`src/rtl/classify_ctrl.sv`:
```
// Sequencer for the 10-way argmax stage: collects logits, fires the argmax unit,
// waits for its finish under a watchdog and presents the class on a valid/ready port.
module classify_ctrl #(
  parameter int unsigned NUM_CLASSES = 10,
  parameter int unsigned DATA_W      = 18,
  parameter int unsigned IDX_W       = 4,
  parameter int unsigned TIMEOUT     = 8
) (
  input  logic                          clk,
  input  logic                          rst,
  input  logic                          in_valid,
  output logic                          in_ready,
  input  logic [DATA_W-1:0]             in_data,
  output logic                          am_enable,
  output logic [NUM_CLASSES*DATA_W-1:0] am_din,
  input  logic [IDX_W-1:0]              am_dout,
  input  logic                          am_finish,
  output logic                          out_valid,
  input  logic                          out_ready,
  output logic [IDX_W-1:0]              out_class,
  output logic                          busy,
  output logic                          err,
  output logic [15:0]                   img_count
);

  localparam int unsigned BUS_W = NUM_CLASSES * DATA_W;
  localparam int unsigned CNT_W = (TIMEOUT > 1) ? $clog2(TIMEOUT) : 1;

  typedef enum logic [1:0] {
    S_COLLECT,
    S_FIRE,
    S_WAIT,
    S_HOLD
  } state_t;

  state_t             state_q, state_d;
  logic [IDX_W-1:0]   idx_q, idx_d;
  logic [BUS_W-1:0]   buf_q, buf_d;
  logic               am_enable_q, am_enable_d;
  logic               in_ready_q, in_ready_d;
  logic               busy_q, busy_d;
  logic               out_valid_q, out_valid_d;
  logic [IDX_W-1:0]   out_class_q, out_class_d;
  logic               err_q, err_d;
  logic [15:0]        img_count_q, img_count_d;
  logic [CNT_W-1:0]   wait_cnt_q, wait_cnt_d;
  int unsigned        slot_lo;

  always_comb begin
    state_d     = state_q;
    idx_d       = idx_q;
    buf_d       = buf_q;
    am_enable_d = 1'b0;
    out_valid_d = out_valid_q;
    out_class_d = out_class_q;
    err_d       = err_q;
    img_count_d = img_count_q;
    wait_cnt_d  = wait_cnt_q;
    // Class 0 occupies the MSB slot of the packed bus.
    slot_lo     = (NUM_CLASSES - 1 - 32'(idx_q)) * DATA_W;

    case (state_q)
      S_COLLECT: begin
        if (in_valid && in_ready_q) begin
          buf_d[slot_lo +: DATA_W] = in_data;
          if (idx_q == IDX_W'(NUM_CLASSES - 1)) begin
            idx_d       = '0;
            state_d     = S_FIRE;
            am_enable_d = 1'b1;
          end else begin
            idx_d = idx_q + IDX_W'(1);
          end
        end
      end
      S_FIRE: begin
        state_d    = S_WAIT;
        wait_cnt_d = '0;
      end
      S_WAIT: begin
        if (am_finish) begin
          out_class_d = am_dout;
          out_valid_d = 1'b1;
          state_d     = S_HOLD;
        end else if (wait_cnt_q == CNT_W'(TIMEOUT - 1)) begin
          err_d       = 1'b1;
          out_class_d = {IDX_W{1'b1}};
          out_valid_d = 1'b1;
          state_d     = S_HOLD;
        end else begin
          wait_cnt_d = wait_cnt_q + CNT_W'(1);
        end
      end
      S_HOLD: begin
        if (out_ready) begin
          out_valid_d = 1'b0;
          img_count_d = img_count_q + 16'd1;
          state_d     = S_COLLECT;
        end
      end
      default: state_d = S_COLLECT;
    endcase

    in_ready_d = (state_d == S_COLLECT);
    busy_d     = !((state_d == S_COLLECT) && (idx_d == '0));
  end

  always_ff @(posedge clk or posedge rst) begin
    if (rst) begin
      state_q     <= S_COLLECT;
      idx_q       <= '0;
      buf_q       <= '0;
      am_enable_q <= 1'b0;
      in_ready_q  <= 1'b1;
      busy_q      <= 1'b0;
      out_valid_q <= 1'b0;
      out_class_q <= '0;
      err_q       <= 1'b0;
      img_count_q <= '0;
      wait_cnt_q  <= '0;
    end else begin
      state_q     <= state_d;
      idx_q       <= idx_d;
      buf_q       <= buf_d;
      am_enable_q <= am_enable_d;
      in_ready_q  <= in_ready_d;
      busy_q      <= busy_d;
      out_valid_q <= out_valid_d;
      out_class_q <= out_class_d;
      err_q       <= err_d;
      img_count_q <= img_count_d;
      wait_cnt_q  <= wait_cnt_d;
    end
  end

  assign in_ready  = in_ready_q;
  assign am_enable = am_enable_q;
  assign am_din    = buf_q;
  assign out_valid = out_valid_q;
  assign out_class = out_class_q;
  assign busy      = busy_q;
  assign err       = err_q;
  assign img_count = img_count_q;

endmodule

```
`config.mk`:
```
export PLATFORM = sky130hd
export DESIGN_NAME = classify_ctrl
export DESIGN_NICKNAME = d
export VERILOG_FILES = /design/src/rtl/classify_ctrl.sv
export SDC_FILE = /design/constraint.sdc
export NUM_CORES = 1
export LEC_CHECK = 0
export CORE_UTILIZATION = 50
export CTS_CLUSTER_SIZE = 10
export DETAILED_ROUTE_END_ITERATION = 12
export GPL_ROUTABILITY_DRIVEN = 1
export PLACE_DENSITY = 0.88
export SLEW_MARGIN = 20
export SYNTH_ARGS = -nofsm -noshare
export SYNTH_HDL_FRONTEND = slang
export SYNTH_SLANG_ARGS = --single-unit
```
`constraint.sdc`:
```
create_clock -name clk -period 8.06 [get_ports clk]
set_input_delay 1.612 -clock clk [delete_from_list [all_inputs] [get_ports clk]]
set_output_delay 1.612 -clock clk [all_outputs]
set_load 0.05 [all_outputs]
```
==> flow_summary.toml <==
[synthesis]
synthCells = 1157
synth_commonest_cells = "dfrtp_1 (213), mux2_2 (148), nand2_1 (114)"
synth_edf_count = 0
ys_top_cells_by_area = "dfrtp_1 (43%), mux2_2 (13%), nor4_2 (4.7%), nand2_1 (3.4%), mux2_1 (3.1%)"
async_flop_share_pct = 100
yosysWarnings = 0
syn_nets = 1206
synthDistinctLibCells = 67
yosysTopAreaCell = "dfrtp_1"
yosys.area.top_type_share_pct = 43.0
synth_flop_cell = "dfrtp_1"
synth-seq-cells = 214
synth_seq_area_share_pct = 43.2
avgSynthCellArea_um2 = 10.7
synth.most_common_cell = "dfrtp_1"
synth_area_um2 = 12400

[clocking]
cts_max_level = 1
cts_root_buf = "clkbuf_16"
cts_sinks = 214
ctsResizeCount = 0
cts_tree = "done"
path_clk_slew_ps = 60
insertion_delay_ps = 540
numCtsBuffers = 26
cts_buffer_depth = 3
cts_hold_buffers = 0
cts_setup_buffers = 0

[place]
portBuffers = 231
dp.cells = 1665
dp_hpwl_um = 30000
placed_cell_area_um2 = 15100
routabilityCongestion = 0.974

[routing]
drc_errors = 0
wire_per_inst_um = 24.1
drtAntennaViolNets = 0
dr.pass1.iters = 6
drt-total-wl_um = 41000
dr_total_vias = 10700
drt_iter0_drc = 996
drt-vias-per-instance = 6.29

[grt]
track_usage_pct = 32.0
grt_pass1_wl_um = 63800
gr-usage-met2_pct = 51.0
grt_pass1_vias = 10900
antenna_found_initial = 0
grt_overflow = 0
grt_use_met3_pct = 8.18
top_usage_layer = "met2"
use_met1_pct = 41.0
grt_max_degree = 138

[setup_path]
worstPathCellList = "inv_1 > ha_1 > xor2_1 > ha_1 > a21o_1 > a21o_1 > ha_1 > nor3b_1 > and4_1 > or2_2 > nand3_1 > or3_4 > buf_4 > o41ai_2 > mux2_1"
rr_startpoint = "idx_q[1]"
worstReg2RegEnd = "am_din[10]"
r2r_cells = 15
critPathKind = "flip-flop to flip-flop"
start_kind = "flip-flop"
arrival_ps = 6430
critPathMaxFanout = 39
critPathMostFrequentCell = "ha_1"
crit_path_end_kind = "flip-flop"
critPathMaxStageDelay_ps = 610
reg2reg_slack_ps = 2050
crit_required_ps = 8480
slowest_stage = "or3_4"

[die]
die-area_um2 = 25400
ios = 232
coreArea_um2 = 24300
die_h_um = 160
die_width_um = 160
initial_core_util_pct = 51.0
std_cell_rows = 57

[worst_hold_path]
hold_depth = 1
hp-start = "img_count[15]"
whs_endpoint = "img_count[15]"
hold_path_class = "flip-flop to flip-flop"

[timing]
fin_crit_sh_pct = 74.6
final_max_slew_viol_count = 0
tns_ps = 0
fin_worst_skew_ps = 18.2
period_minus_slack_ps = 6010
grt_setup_unrepaired = "no"
fmax_ghz = 0.166
setup_violations = 0
worst_pin_slew_ps = 1220
max_slew_margin_pct = 17.9
hold_viol_final = 0

[layout]
final_cells = 1701
final_cell_area_um2 = 15900
finalNetCount = 1420
nFillCells = 1873
layout-drive-gt1-share_pct = 22.6
multi_input_area_um2 = 6730
regArea_um2 = 5360
diodes = 0
layout-area-overhead-vs-synth_pct = 27.8

[job]
drv_cap = 0

[status]
status = "completed"
==> flip-flops by register name, summed over array words and instances (netlist names) <==
name        cells
am_din        180
am_enable       1
busy            1
err             1
idx_q           4
img_count      16
in_ready        1
out_class       4
out_valid       1
state_q         2
wait_cnt_q      3
==> stage by stage <==
| step | hold WS, ps | utilization, % | setup WS, ps |
|---|---|---|---|
| 2_1_floorplan | 468 | - | 599 |
| 3_3_place_gp | 452 | 61.9 | 2190 |
| 3_5_place_dp | 460 | 61.9 | 2100 |
| 4_1_cts | 471 | 64.9 | 2080 |
| 5_1_grt | 478 | 65.2 | 1770 |
| 6_report | 463 | 65.2 | 2050 |
==> metal layers <==
| metal | wire length [um] | part of all wire [%] | up-vias |
|---|---|---|---|
| li1 | - | - | 4699 |
| met2 | 19100 | 46 | 587 |
| met3 | 4000 | 9.8 | 126 |
| met4 | 1890 | 4.6 | 0 |
| met5 | 0 | 0 | - |
| met1 | 16100 | 39 | 5294 |
==> critical path, delay by kind of cell (launching register included) <==
kind | cells | cell delay (ps)
flip-flops | 1 | 420
AO/OA/AOI/OAI | 3 | 980
adder cells (fa/ha/maj) | 3 | 1180
XOR/XNOR | 1 | 290
AND/OR/NAND/NOR | 5 | 2130
multiplexers | 1 | 380
buffers and inverters | 2 | 500
==> layout by cell type (no fill, tap or decap), types with 8 or more instances in the layout <==
cell	n
inv_1	16
xnor2_1	18
a22oi_1	21
nor2_1	86
mux2i_1	20
dfrtp_1	213
a21oi_1	21
xor2_1	12
and3_1	10
nor4_2	47
a32oi_1	8
ha_1	21
o21ai_0	34
nand4_1	13
nor3_2	21
mux2_1	34
or2_2	11
o22ai_1	47
mux2_2	148
buf_4	21
nor3_1	23
clkbuf_16	26
nand3_1	31
clkdlybuf4s50_1	231
nand2_1	114
==> cell families after synthesis <==
family                   Yosys count  share of synthesized area [%]
AO/OA/AOI/OAI                    184                           10.3
XOR/XNOR                          33                           2.39
adder cells (fa/ha/maj)           22                           2.28
buffers and inverters             86                           2.81
flip-flops                       214                           43.2
multiplexers                     209                           19.3
AND/OR/NAND/NOR                  409                           19.8
==> area by class of cell <==
class | count | area share, %
inverters | 17 | 0.450
clock inverters | 4 | 0.355
flip-flops and latches | 214 | 33.8
clock buffers | 30 | 4.32
multi-input cells | 857 | 42.5
well taps | 324 | 2.56
repair buffers | 255 | 16.1
==> worst max path at each step <==
stage	startpoint	end	slack (ps)	cells past startpoint
final	idx_q[1]	am_din[10]	2050	15
after CTS	idx_q[1]	am_din[10]	2080	15
after global placement	idx_q[1]	am_din[10]	2190	15
after detailed placement	idx_q[1]	am_din[10]	2100	15
after floorplan	rst	am_din[0]	600	1
after global routing	idx_q[1]	am_din[10]	1770	15
Power is not shown: default switching activity piles up to over one toggle a cycle in this logic, so the estimate is an artifact.
